<file path="config.mk">
export PLATFORM = sky130hd
export DESIGN_NAME = control_sequencer
export DESIGN_NICKNAME = d
export VERILOG_FILES = /design/src/rtl/control_sequencer.sv
export SDC_FILE = /design/constraint.sdc
export NUM_CORES = 1
export LEC_CHECK = 0
export ABC_AREA = 1
export BUFFER_PORTS_ARGS = -buffer_cell sky130_fd_sc_hd__buf_2
export CAP_MARGIN = 10
export CELL_PAD_IN_SITES_DETAIL_PLACEMENT = 1
export CELL_PAD_IN_SITES_GLOBAL_PLACEMENT = 1
export CORE_MARGIN = 2
export CORE_UTILIZATION = 29
export CTS_CLUSTER_SIZE = 20
export DETAILED_ROUTE_END_ITERATION = 10
export MAX_ROUTING_LAYER = met4
export PLACE_DENSITY = 0.92
export SYNTH_ARGS = -nofsm -noshare
export SYNTH_HDL_FRONTEND = slang
export SYNTH_SLANG_ARGS = --single-unit
</file>
<file path="constraint.sdc">
create_clock -name clk -period 2.1 [get_ports clk]
set_input_delay 0.21 -clock clk [delete_from_list [all_inputs] [get_ports clk]]
set_output_delay 0.21 -clock clk [all_outputs]
set_load 0.005 [all_outputs]
</file>
<file path="src/rtl/control_sequencer.sv">
// Multi-cycle control sequencer: fetch/decode/execute FSM with a bounded memory
// handshake wait that falls into a sticky FAULT state on timeout.
`default_nettype none

module control_sequencer #(
    parameter int TIMEOUT = 255
) (
    input  logic        clk,
    input  logic        reset,
    input  logic [15:0] instruction,
    input  logic        memReady,
    input  logic        zeroFlag,
    output logic        marEn,
    output logic        marSel,
    output logic        memRead,
    output logic        memWrite,
    output logic        irEn,
    output logic        pcInc,
    output logic        pcLoad,
    output logic        regWrite,
    output logic [1:0]  wbSel,
    output logic [3:0]  aluOp,
    output logic [3:0]  regDst,
    output logic [3:0]  regSrc,
    output logic [7:0]  imm,
    output logic        halted,
    output logic        fault,
    output logic        illegal
);

    localparam logic [3:0] S_IDLE   = 4'd0;
    localparam logic [3:0] S_FETCH  = 4'd1;
    localparam logic [3:0] S_FETCHW = 4'd2;
    localparam logic [3:0] S_DECODE = 4'd3;
    localparam logic [3:0] S_EXEC   = 4'd4;
    localparam logic [3:0] S_MEMA   = 4'd5;
    localparam logic [3:0] S_MEMW   = 4'd6;
    localparam logic [3:0] S_HALT   = 4'd7;
    localparam logic [3:0] S_FAULT  = 4'd8;

    localparam logic [3:0] OP_NOP  = 4'h0;
    localparam logic [3:0] OP_LDI  = 4'h5;
    localparam logic [3:0] OP_LD   = 4'h6;
    localparam logic [3:0] OP_ST   = 4'h7;
    localparam logic [3:0] OP_JMP  = 4'h8;
    localparam logic [3:0] OP_BZ   = 4'h9;
    localparam logic [3:0] OP_HALT = 4'hF;

    localparam logic [7:0] TIMEOUT_W = 8'(TIMEOUT);

    logic [3:0] state_q, state_d;
    logic [7:0] cnt_q, cnt_d;
    logic [3:0] w_op;
    logic       w_is_alu;
    logic       w_timeout;

    assign w_op      = instruction[15:12];
    assign w_is_alu  = (w_op >= 4'h1) && (w_op <= 4'h4);
    // The low cycle that would bring the count to TIMEOUT is the last one allowed.
    assign w_timeout = !memReady && ((cnt_q + 8'd1) == TIMEOUT_W);

    always_ff @(posedge clk) begin
        if (reset) begin
            state_q <= S_IDLE;
            cnt_q   <= 8'd0;
        end else begin
            state_q <= state_d;
            cnt_q   <= cnt_d;
        end
    end

    always_comb begin
        state_d = state_q;
        cnt_d   = cnt_q;
        case (state_q)
            S_IDLE:  state_d = S_FETCH;
            S_FETCH: begin
                state_d = S_FETCHW;
                cnt_d   = 8'd0;
            end
            S_FETCHW: begin
                if (memReady)       state_d = S_DECODE;
                else if (w_timeout) state_d = S_FAULT;
                else                cnt_d   = cnt_q + 8'd1;
            end
            S_DECODE: begin
                if (w_is_alu || w_op == OP_LDI)          state_d = S_EXEC;
                else if (w_op == OP_LD || w_op == OP_ST) state_d = S_MEMA;
                else if (w_op == OP_HALT)                state_d = S_HALT;
                else                                     state_d = S_FETCH;
            end
            S_EXEC: state_d = S_FETCH;
            S_MEMA: begin
                state_d = S_MEMW;
                cnt_d   = 8'd0;
            end
            S_MEMW: begin
                if (memReady)       state_d = S_FETCH;
                else if (w_timeout) state_d = S_FAULT;
                else                cnt_d   = cnt_q + 8'd1;
            end
            S_HALT:  state_d = S_HALT;
            S_FAULT: state_d = S_FAULT;
            default: state_d = S_IDLE;
        endcase
    end

    always_comb begin
        marEn    = 1'b0;
        marSel   = 1'b0;
        memRead  = 1'b0;
        memWrite = 1'b0;
        irEn     = 1'b0;
        pcInc    = 1'b0;
        pcLoad   = 1'b0;
        regWrite = 1'b0;
        wbSel    = 2'd0;
        aluOp    = 4'd0;
        halted   = 1'b0;
        fault    = 1'b0;
        illegal  = 1'b0;
        regDst   = instruction[11:8];
        regSrc   = instruction[7:4];
        imm      = instruction[7:0];
        case (state_q)
            S_FETCH: marEn = 1'b1;
            S_FETCHW: begin
                memRead = 1'b1;
                irEn    = memReady;
                pcInc   = memReady;
            end
            S_DECODE: begin
                pcLoad  = (w_op == OP_JMP) || (w_op == OP_BZ && zeroFlag);
                illegal = (w_op >= 4'hA) && (w_op <= 4'hE);
            end
            S_EXEC: begin
                regWrite = 1'b1;
                aluOp    = w_is_alu ? w_op : 4'd0;
                wbSel    = (w_op == OP_LDI) ? 2'd1 : 2'd0;
            end
            S_MEMA: begin
                marEn  = 1'b1;
                marSel = 1'b1;
            end
            S_MEMW: begin
                memRead  = (w_op != OP_ST);
                memWrite = (w_op == OP_ST);
                regWrite = memReady && (w_op != OP_ST);
                wbSel    = (memReady && w_op != OP_ST) ? 2'd2 : 2'd0;
            end
            default: begin
                // IDLE, HALT and FAULT present nothing but their status bit.
                regDst = 4'd0;
                regSrc = 4'd0;
                imm    = 8'd0;
                halted = (state_q == S_HALT);
                fault  = (state_q == S_FAULT);
            end
        endcase
    end

    logic w_unused;
    assign w_unused = (w_op == OP_NOP);

endmodule

`default_nettype wire

</file>
==> flow_summary_export.csv, run 1 <==
group,metric,value,unit
grt,grt_usage,0.177,
floorplanning,die-height,64.4,um
clocking,cts.root.buffer_cell,"sky130_fd_sc_hd__clkbuf_4",
power_and_ir_drop,combinationalPowerShare,0.427,
floorplanning,start_util,0.310,
grt,grt_antenna_before_repair,0,
placed_design,gpl.final_weighted_congestion,0.860,
yosys,yosys.area.top_type,"sky130_fd_sc_hd__dfxtp_1",
grt,global_route.usage.met3,0.0226,
power_and_ir_drop,clkPwrFrac,0.183,
power_and_ir_drop,power.density,578,nW/um^2
route,detail_routed_net_length_per_standard_cell,12.0,um
sta,layout_worst_path_cycle_share,0.887,
yosys,synth.top_cells.by_area,"sky130_fd_sc_hd__dfxtp_1 23%, sky130_fd_sc_hd__nor2_1 17%, sky130_fd_sc_hd__nand2_1 15%",
sta,clock_skew,0.00147,ns
setup_path,timing.critical_path.required,1.89,ns
sta,period_minus_slack,1.86,ns
run,cap_viol_max_count,0,
final_layout,multi_input_area,651,um^2
grt,wire_length_of_the_first_global_routing_pass,5700,um
yosys,synth-seq-cells,12,
final_layout,share_of_layout_cells_above_drive_strength_1,0.275,
power_and_ir_drop,switchingPower,321,uW
yosys,synthesis.area_per_instance,5.57,um^2
power_and_ir_drop,total_leakage_power,0.000732,uW
grt,grt_pass1_vias,1314,
sta,finalSetupViolations,0,
clocking,cts_tree,"done",
final_layout,antenna_cells_inserted,0,
route,postRouteAntennaNets,0,
yosys,ys.warnings.count,0,
setup_path,crit_path_kind,"reg2out",
placed_design,dpl_cell_area,1310,um^2
power_and_ir_drop,share_seq_of_total_power,0.390,
yosys,synth.yosys.seq_area_share,0.227,
route,drt-total-wl,3390,um
final_layout,synthToLayoutAreaGrowth,26.5,%
sta,fmax,537,MHz
setup_path,cp_data_arrival_time,1.65,ns
clocking,max-clock-path-buffers,2,
grt,grt_util_met1,0.197,
final_layout,ff_latch_area,240,um^2
route,drt_drc_violations_left,0,
placed_design,io_buffers,51,
sta,grt_setup_unrepaired,"no",
placed_design,worst_slack_at_placement,0.295,ns
sta,tns,0,ns
final_layout,fin_nets,260,
final_layout,post_layout_nonfiller_instances,282,
sta,drv_slew,0,
floorplanning,die_area,4150,um^2
sta,hold_violations,0,
grt,use_met2,0.318,
clocking,tritoncts.num_buffers,3,
yosys,mappedNetlistArea,1060,um^2
grt,grt_start_max_net_pins,16,
yosys,synth_async_sr_flop_share,0,
power_and_ir_drop,power.share.switching,0.415,
clocking,clk_transition_reported_paths,0.07,ns
clocking,cts.sink_count,12,
route,drt_first_pass_iters,4,
yosys,synthesis.instances,190,
yosys,synth_cell_types,24,
floorplanning,floorplan.io_pins,53,
power_and_ir_drop,internal_power,453,uW
yosys,post-synth-top-area-fraction,0.227,
outcome,outcome,"finished, final reports clean",
power_and_ir_drop,ir_drop,0.000335,V
placed_design,dp.cells,279,
final_layout,final_design_area_no_fill,1340,um^2
final_layout,filler_cell_count,517,
yosys,leading_cell_type_by_number_of_instances_after_synthesis,"sky130_fd_sc_hd__nor2_1",
floorplanning,die-width,64.4,um
setup_path,crit_path_capture_type,"output port",
grt,grt_most_used_layer,"met2",
yosys,syn_nets,212,
route,via_count_of_the_routed_design,1333,
yosys,synth_enable_flop_cells,0,
yosys,post_synth_most_frequent_cells,"47 x sky130_fd_sc_hd__nor2_1, 43 x sky130_fd_sc_hd__nand2_1, 30 x sky130_fd_sc_hd__inv_1",
sta,worst_slack,0.237,ns
clocking,postCtsHoldBufs,0,
floorplanning,fp-row-count,21,
placed_design,dp_hpwl,2720,um
grt,globalRoute.totalOverflow,0,
worst_hold_path,min_path_type,"in2reg",
clocking,h-tree-depth,1,
setup_path,startpoint_type_of_the_worst_setup_path,"register",
route,drt_iter0_markers,33,
clocking,clock_insertion_delay_worst_skew,0.27,ns
yosys,yosys_most_used_dff,"sky130_fd_sc_hd__dfxtp_1",
route,via_per_inst,4.73,
floorplanning,core_area,3420,um^2
setup_path,critical_path_fanouts_max,12,
[per-stage QoR]
stage	hold WS [ns]	util	power, uW
2_1_floorplan	0.279	-	530
3_3_place_gp	0.435	0.384	619
3_5_place_dp	0.437	0.384	637
4_1_cts	0.153	0.390	781
5_1_grt	0.149	0.392	852
6_report	0.152	0.392	774
[worst paths after layout]
| kind | start | to | slack [ns] | cells after the start |
|---|---|---|---|---|
| setup / recovery | state_q[2] | imm[7] | 0.24 | 5 |
| hold / removal | reset | state_q[3] | 0.15 | 2 |
| setup reg to reg | cnt_q[1] | cnt_q[6] | 0.28 | 11 |
| hold reg to reg | cnt_q[7] | cnt_q[7] | 0.51 | 2 |
[placed cells by master (no fill, tap or decap)]
cell type,Yosys,layout
sky130_fd_sc_hd__nor3b_1,1,1
sky130_fd_sc_hd__nand2_4,2,2
sky130_fd_sc_hd__nor4_1,1,1
sky130_fd_sc_hd__nor2_2,5,5
sky130_fd_sc_hd__conb_1,1,1
sky130_fd_sc_hd__dfxtp_1,12,12
sky130_fd_sc_hd__nor2_1,47,47
sky130_fd_sc_hd__nand3_1,15,15
sky130_fd_sc_hd__nor3_1,4,3
sky130_fd_sc_hd__o21bai_1,2,2
sky130_fd_sc_hd__xnor2_1,1,1
sky130_fd_sc_hd__o21ai_0,5,5
sky130_fd_sc_hd__buf_2,0,51
sky130_fd_sc_hd__nor3_2,0,1
sky130_fd_sc_hd__clkbuf_4,0,3
sky130_fd_sc_hd__or2_2,1,1
sky130_fd_sc_hd__ha_1,2,2
sky130_fd_sc_hd__nand2_1,43,43
sky130_fd_sc_hd__a31oi_1,1,1
sky130_fd_sc_hd__a221oi_1,1,1
sky130_fd_sc_hd__nand2_2,2,2
sky130_fd_sc_hd__inv_1,30,30
sky130_fd_sc_hd__a2111oi_0,1,1
sky130_fd_sc_hd__a21oi_1,5,5
[registers in the layout, indices dropped and copies added (netlist names)]
| name | count |
|---|---|
| cnt_q | 8 |
| state_q | 4 |
[final cells by class]
class                      instances  area share
timing repair buffer              51       0.191
multi-input combinational        140       0.486
clock buffer                       3      0.0168
tap                               46      0.0430
sequential                        12       0.179
inverter                          30      0.0841
[timing repair]
action / 4_1_cts / 5_1_grt
endpoints found under the setup margin: 0 / 1
resized for setup: 0 / 1
setup buffers: 0 / 0
[critical path, cell delays in order, from the launching register on]
cell	delay, ns
sky130_fd_sc_hd__dfxtp_1	0.42
sky130_fd_sc_hd__inv_1	0.13
sky130_fd_sc_hd__nand2_1	0.12
sky130_fd_sc_hd__nand3_1	0.32
sky130_fd_sc_hd__nor2_1	0.24
sky130_fd_sc_hd__buf_2	0.15
[logic make-up after synthesis]
logic type | share of synthesized area
and+or+nand+nor | 0.491
buffers and inverters | 0.163
AOI/OAI and AO/OA | 0.0839
DFF | 0.227
adders and majority gates | 0.0236
xor gates and xnor gates | 0.00828
other | 0.00354
[power groups by stage]
| stage | clock [uW] | sequential [uW] | combinational [uW] |
|---|---|---|---|
| finish | 141 | 302 | 331 |
| global route | 159 | 306 | 386 |
| CTS | 145 | 301 | 334 |
| detailed placement | 0 | 308 | 330 |
| global placement | 0 | 304 | 315 |
| floorplan | 0 | 294 | 237 |
[per-layer routing]
layer  up-vias  part of all wire
met5         -                 0
met4         0             0.022
met3        10             0.037
met2        42              0.53
met1       608              0.41
li1        673                 -
No activity file was read; power rests on OpenSTA's default activity.
==> run 2: changes to the inputs <==
- ABC_AREA: 1 -> default
- CORE_UTILIZATION: 29 -> 32
- PLACE_DENSITY: 0.92 -> 0.91
==> flow_summary_export.csv, run 2 <==
group,metric,value,unit
outcome,outcome,"finished, final reports clean",
setup_path,crit_path_kind,"reg2out",
floorplanning,die-width,65.6,um
sta,period_minus_slack,1.99,ns
clocking,max-clock-path-buffers,2,
yosys,mappedNetlistArea,1210,um^2
floorplanning,floorplan.io_pins,53,
clocking,cts_tree,"done",
final_layout,final_design_area_no_fill,1550,um^2
setup_path,timing.critical_path.from,"state_q[3]",
yosys,post_synth_most_frequent_cells,"18 x sky130_fd_sc_hd__nor2_1, 16 x sky130_fd_sc_hd__and2_1, 12 x sky130_fd_sc_hd__a21oi_1, 12 x sky130_fd_sc_hd__dfxtp_1",
final_layout,synthToLayoutAreaGrowth,27.7,%
sta,clock_skew,0.00324,ns
power_and_ir_drop,power,730,uW
yosys,synth_cell_types,49,
route,drt_iter0_markers,109,
worst_hold_path,min_path_type,"in2reg",
sta,max_transition_margin,0.655,
final_layout,fin_nets,238,
sta,layout_worst_path_cycle_share,0.948,
yosys,synth_async_sr_flop_share,0,
yosys,synth.yosys.seq_area_share,0.198,
setup_path,crit_path_capture_type,"output port",
yosys,synth_enable_flop_cells,0,
worst_hold_path,hold_path_startpoint,"reset",
clocking,clk_transition_reported_paths,0.06,ns
floorplanning,start_util,0.331,
setup_path,worstPathCellList,"inv_2, nand2_2, or3_4, or3b_1, nor3b_2, buf_2",
floorplanning,die-height,65.6,um
route,drt_first_pass_iters,4,
route,via_count_of_the_routed_design,1428,
setup_path,crit_path_max_delay_cell_type,"sky130_fd_sc_hd__or3b_1",
clocking,cts.sink_count,12,
sta,finalSetupViolations,0,
setup_path,worstReg2RegStart,"state_q[0]",
final_layout,share_of_layout_cells_above_drive_strength_1,0.353,
worst_hold_path,worst_hold_depth,2,
grt,wire_length_of_the_first_global_routing_pass,6530,um
yosys,synthesis.area_per_instance,7.01,um^2
yosys,yosys.area.top_type,"sky130_fd_sc_hd__dfxtp_1",
setup_path,worst-r2r-setup-slack,0.18,ns
final_layout,most-common-layout-cells,"51 x sky130_fd_sc_hd__buf_2, 18 x sky130_fd_sc_hd__nor2_1, 16 x sky130_fd_sc_hd__and2_1",
sta,tns,0,ns
placed_design,dpl_cell_area,1460,um^2
floorplanning,core_area,3660,um^2
final_layout,largest_registers,"cnt_q (8), state_q (4)",
yosys,yosys_most_used_dff,"sky130_fd_sc_hd__dfxtp_1",
final_layout,layout.cells.most_common,"sky130_fd_sc_hd__buf_2",
setup_path,startpoint_type_of_the_worst_setup_path,"register",
yosys,synthesis.instances,173,
power_and_ir_drop,total_leakage_power,0.000712,uW
power_and_ir_drop,power.density,472,nW/um^2
sta,grt_setup_unrepaired,"no",
route,drt-total-wl,3900,um
sta,drv_slew,0,
sta,hold_violations,0,
grt,grt_antenna_before_repair,0,
clocking,cts.root.buffer_cell,"sky130_fd_sc_hd__clkbuf_8",
floorplanning,die_area,4300,um^2
placed_design,gpl.final_weighted_congestion,0.839,
yosys,synth.top_cells.by_area,"sky130_fd_sc_hd__dfxtp_1 20%, sky130_fd_sc_hd__and2_1 8.3%, sky130_fd_sc_hd__nor2_1 5.6%",
placed_design,io_buffers,51,
run,cap_viol_max_count,0,
yosys,ys.warnings.count,0,
final_layout,antenna_cells_inserted,0,
setup_path,critical_path_fanouts_max,8,
setup_path,timing.critical_path.required,1.89,ns
route,postRouteAntennaNets,0,
yosys,syn_nets,195,
sta,tightest_slew,0.514,ns
placed_design,dp_hpwl,3050,um
setup_path,cpPeakStageDelay,0.39,ns
route,drt_drc_violations_left,0,
route,detail_routed_net_length_per_standard_cell,14.8,um
yosys,synth-seq-cells,12,
setup_path,cp_data_arrival_time,1.78,ns
yosys,post-synth-top-area-fraction,0.198,
grt,globalRoute.totalOverflow,0,
placed_design,dp.cells,259,
grt,grt_start_max_net_pins,13,
clocking,cts.repair_timing.setup_buffer_count,0,
setup_path,r2r-end,"cnt_q[1]",
final_layout,filler_cell_count,502,
route,via_per_inst,5.43,
grt,grt_pass1_vias,1371,
final_layout,post_layout_nonfiller_instances,263,
yosys,leading_cell_type_by_number_of_instances_after_synthesis,"sky130_fd_sc_hd__nor2_1",
final_layout,top_register,"cnt_q",
power_and_ir_drop,ir_drop,0.000209,V
setup_path,worstRegToRegCells,6,
clocking,tritoncts.num_buffers,3,
clocking,h-tree-depth,1,
final_layout,flip_flop_count_of_the_largest_register_all_copies_and_words_added,8,
worst_hold_path,worstHoldEndpoint,"cnt_q[6]",
grt,grt_usage,0.197,
floorplanning,fp-row-count,22,
sta,fmax,502,MHz
clocking,clock_insertion_delay_worst_skew,0.25,ns
==> run 2: final cells by class <==
type | instances | area (um^2) | share of cell area
clock buffer | 4 | 55.1 | 0.0356
inverter | 7 | 26.3 | 0.0170
multi-input combinational | 135 | 862 | 0.557
sequential | 12 | 244 | 0.158
tap | 48 | 60.1 | 0.0388
timing repair buffer | 57 | 300 | 0.194
==> run 2: metal layers <==
metal	vias up	GRT usage	part of all wire
met5	-	-	0
met1	695	0.241	0.45
met3	9	0.0257	0.025
met4	0	0.0417	0.010
li1	701	-	-
met2	23	0.348	0.51
==> run 2: power by group <==
part / total [uW] / switching (uW) / internal [uW] / leakage, uW
Combinational: 221 / 122 / 98.9 / 0.000585
Sequential: 247 / 12.5 / 235 / 0.0000983
Clock: 262 / 95.6 / 166 / 0.0000288
Total: 730 / 230 / 500 / 0.000712
==> run 2: what timing repair did <==
| item | CTS | global route |
|---|---|---|
| endpoints found under the setup margin | 18 | 5 |
| pin swaps | 0 | 0 |
| resized for setup | 3 | 9 |
| hold buffers | 0 | 0 |
==> run 2: kinds of logic after synthesis <==
family	Yosys count	share of synthesized area
simple gates	88	0.423
fa+ha+maj	2	0.0206
other cells	1	0.00309
buf+inv	26	0.112
mux	1	0.00826
flops	12	0.198
compound gates	43	0.234
==> run 2: per-stage QoR <==
stage,worst slack (ns),hold WS [ns],util
after global placement,0.172,0.492,0.400
after floorplan,0.301,0.403,-
final,0.110,0.265,0.423
after global routing,0.0128,0.285,0.423
after CTS,0.0312,0.266,0.418
after detailed placement,0.0752,0.529,0.400
==> run 2: worst max-delay path, delay by kind of cell, from the launching register on <==
kind / cells / cell delay, ns
simple gates: 4 / 0.95
flops: 1 / 0.36
buf+inv: 2 / 0.20
==> run 2: worst max-delay path by stage <==
stage                to  slack [ns]
2_1_floorplan  cnt_q[2]        0.30
3_3_place_gp   cnt_q[7]        0.17
3_5_place_dp   cnt_q[7]        0.08
4_1_cts        wbSel[0]        0.03
5_1_grt        wbSel[0]        0.01
6_report       wbSel[0]        0.11
==> run 3: changes to the inputs <==
- SETUP_SLACK_MARGIN: default -> 0.3
==> flow_summary_export.csv, run 3 (synthesis results as in run 2) <==
group,metric,value,unit
sta,tns,0,ns
setup_path,worstRegToRegCells,8,
setup_path,critical_path_fanouts_max,4,
setup_path,worstSetupPathDepth,8,
sta,layout_worst_path_cycle_share,0.934,
power_and_ir_drop,total_leakage_power,0.000824,uW
setup_path,timing.critical_path.from,"state_q[3]",
sta,clock_skew,0.00187,ns
clocking,cts.sink_count,12,
setup_path,cpPeakStageDelay,0.57,ns
route,drt_iter0_markers,149,
final_layout,antenna_cells_inserted,0,
final_layout,largest_registers,"cnt_q (8), state_q (4)",
setup_path,crit_path_kind,"reg2reg",
sta,grt_setup_unrepaired,"yes",
clocking,h-tree-depth,1,
final_layout,layout.cells.most_common,"sky130_fd_sc_hd__buf_2",
setup_path,crit_path_capture_type,"register",
final_layout,final_core_utilization,0.525,
setup_path,worstReg2RegStart,"state_q[3]",
outcome,outcome,"finished, final reports clean",
setup_path,startpoint_type_of_the_worst_setup_path,"register",
route,drt_first_pass_iters,4,
grt,grt_usage,0.236,
floorplanning,core_area,3660,um^2
placed_design,dp_hpwl,3050,um
sta,finalSetupViolations,0,
floorplanning,die-height,65.6,um
sta,fmax,510,MHz
sta,hold_violations,0,
placed_design,io_buffers,51,
worst_hold_path,min_path_type,"in2reg",
grt,wire_length_of_the_first_global_routing_pass,7720,um
route,detail_routed_net_length_per_standard_cell,19.4,um
setup_path,crit_buf_inv,3,
grt,globalRoute.totalOverflow,0,
route,drt-total-wl,5450,um
setup_path,crit_family,"simple AND/OR/NAND/NOR gates",
setup_path,cp_dominant_cell_by_count,"sky130_fd_sc_hd__buf_6",
run,cap_viol_max_count,0,
final_layout,most-common-layout-cells,"51 x sky130_fd_sc_hd__buf_2, 18 x sky130_fd_sc_hd__buf_4, 15 x sky130_fd_sc_hd__nor2_1",
clocking,cts.root.buffer_cell,"sky130_fd_sc_hd__clkbuf_8",
placed_design,gpl.final_weighted_congestion,0.839,
power_and_ir_drop,power.density,436,nW/um^2
floorplanning,die_area,4300,um^2
final_layout,top_register,"cnt_q",
setup_path,worstSetupEndpoint,"cnt_q[0]",
setup_path,cp_data_arrival_time,2.09,ns
final_layout,fin_nets,256,
clocking,cts_tree,"done",
grt,grt_antenna_before_repair,0,
route,via_per_inst,5.69,
clocking,tritoncts.num_buffers,3,
route,via_count_of_the_routed_design,1598,
floorplanning,floorplan.io_pins,53,
final_layout,filler_cell_count,467,
setup_path,worstPathCellList,"buf_6, buf_6, or4b_4, a22oi_2, a31oi_1, buf_4, o211ai_1, a21oi_1",
grt,grt_start_max_net_pins,13,
setup_path,worst-r2r-setup-slack,0.14,ns
clocking,clock_insertion_delay_worst_skew,0.26,ns
final_layout,flip_flop_count_of_the_largest_register_all_copies_and_words_added,8,
clocking,clk_transition_reported_paths,0.06,ns
setup_path,timing.critical_path.required,2.23,ns
final_layout,share_of_layout_cells_above_drive_strength_1,0.571,
sta,period_minus_slack,1.96,ns
placed_design,dpl_cell_area,1460,um^2
power_and_ir_drop,ir_drop,0.000227,V
route,drt_drc_violations_left,0,
setup_path,crit_path_max_delay_cell_type,"sky130_fd_sc_hd__or4b_4",
floorplanning,die-width,65.6,um
clocking,max-clock-path-buffers,2,
route,postRouteAntennaNets,0,
sta,drv_slew,0,
final_layout,final_design_area_no_fill,1920,um^2
final_layout,synthToLayoutAreaGrowth,58.5,%
setup_path,r2r-end,"cnt_q[0]",
floorplanning,start_util,0.331,
sta,finalHoldWorstSlack,0.280,ns
floorplanning,fp-row-count,22,
grt,grt_pass1_vias,1507,
[run 3: layout make-up]
| cell class | count | area [um^2] | share of cell area |
|---|---|---|---|
| Clock buffer | 4 | 55.1 | 0.0286 |
| Inverter | 7 | 28.8 | 0.0150 |
| Multi-Input combinational cell | 136 | 1070 | 0.558 |
| Sequential cell | 12 | 259 | 0.135 |
| Tap cell | 48 | 60.1 | 0.0313 |
| Timing Repair Buffer | 74 | 447 | 0.232 |
[run 3: power breakdown]
part | total [uW] | internal (uW) | switching [uW]
Combinational | 317 | 147 | 170
Sequential | 250 | 233 | 17.8
Clock | 270 | 167 | 103
Total | 837 | 547 | 291
[run 3: through the flow]
stage	cells	total power, uW	worst slack [ns]
3_5_place_dp	259	465	0.0752
5_1_grt	281	866	0.0833
4_1_cts	275	769	0.0916
6_report	281	837	0.138
2_1_floorplan	173	396	0.301
3_3_place_gp	259	457	0.172
[run 3: routing by layer]
metal / GRT usage / up-vias / share of wire
met5: - / - / 0
met4: 0.0521 / 0 / 0.018
met3: 0.0308 / 10 / 0.040
met2: 0.441 / 44 / 0.53
met1: 0.267 / 805 / 0.41
li1: - / 739 / -
[run 3: worst min path at each step]
stage	startpoint	cells after the start	endpoint	slack, ns
after floorplan	memReady	3	state_q[1]	0.40
after global placement	cnt_q[7]	2	cnt_q[7]	0.49
after detailed placement	reset	2	cnt_q[6]	0.53
final	reset	2	cnt_q[4]	0.28
after CTS	reset	2	cnt_q[5]	0.27
after global routing	reset	2	cnt_q[5]	0.30
[run 3: worst reg2reg max path, cell delays in order, from the launching register on]
cell and delay, ns:
sky130_fd_sc_hd__dfxtp_4 0.35, sky130_fd_sc_hd__buf_6 0.12, sky130_fd_sc_hd__buf_6 0.11, sky130_fd_sc_hd__or4b_4 0.57, sky130_fd_sc_hd__a22oi_2 0.19, sky130_fd_sc_hd__a31oi_1 0.11
sky130_fd_sc_hd__buf_4 0.17, sky130_fd_sc_hd__o211ai_1 0.08, sky130_fd_sc_hd__a21oi_1 0.12
[run 3: repair_timing]
item                       4_1_cts  5_1_grt
pin swaps                       12       14
hold buffers                     0        0
buffers inserted                12        5
cloned                           0        1
resized for setup               35       39
setup endpoints to repair       31       38
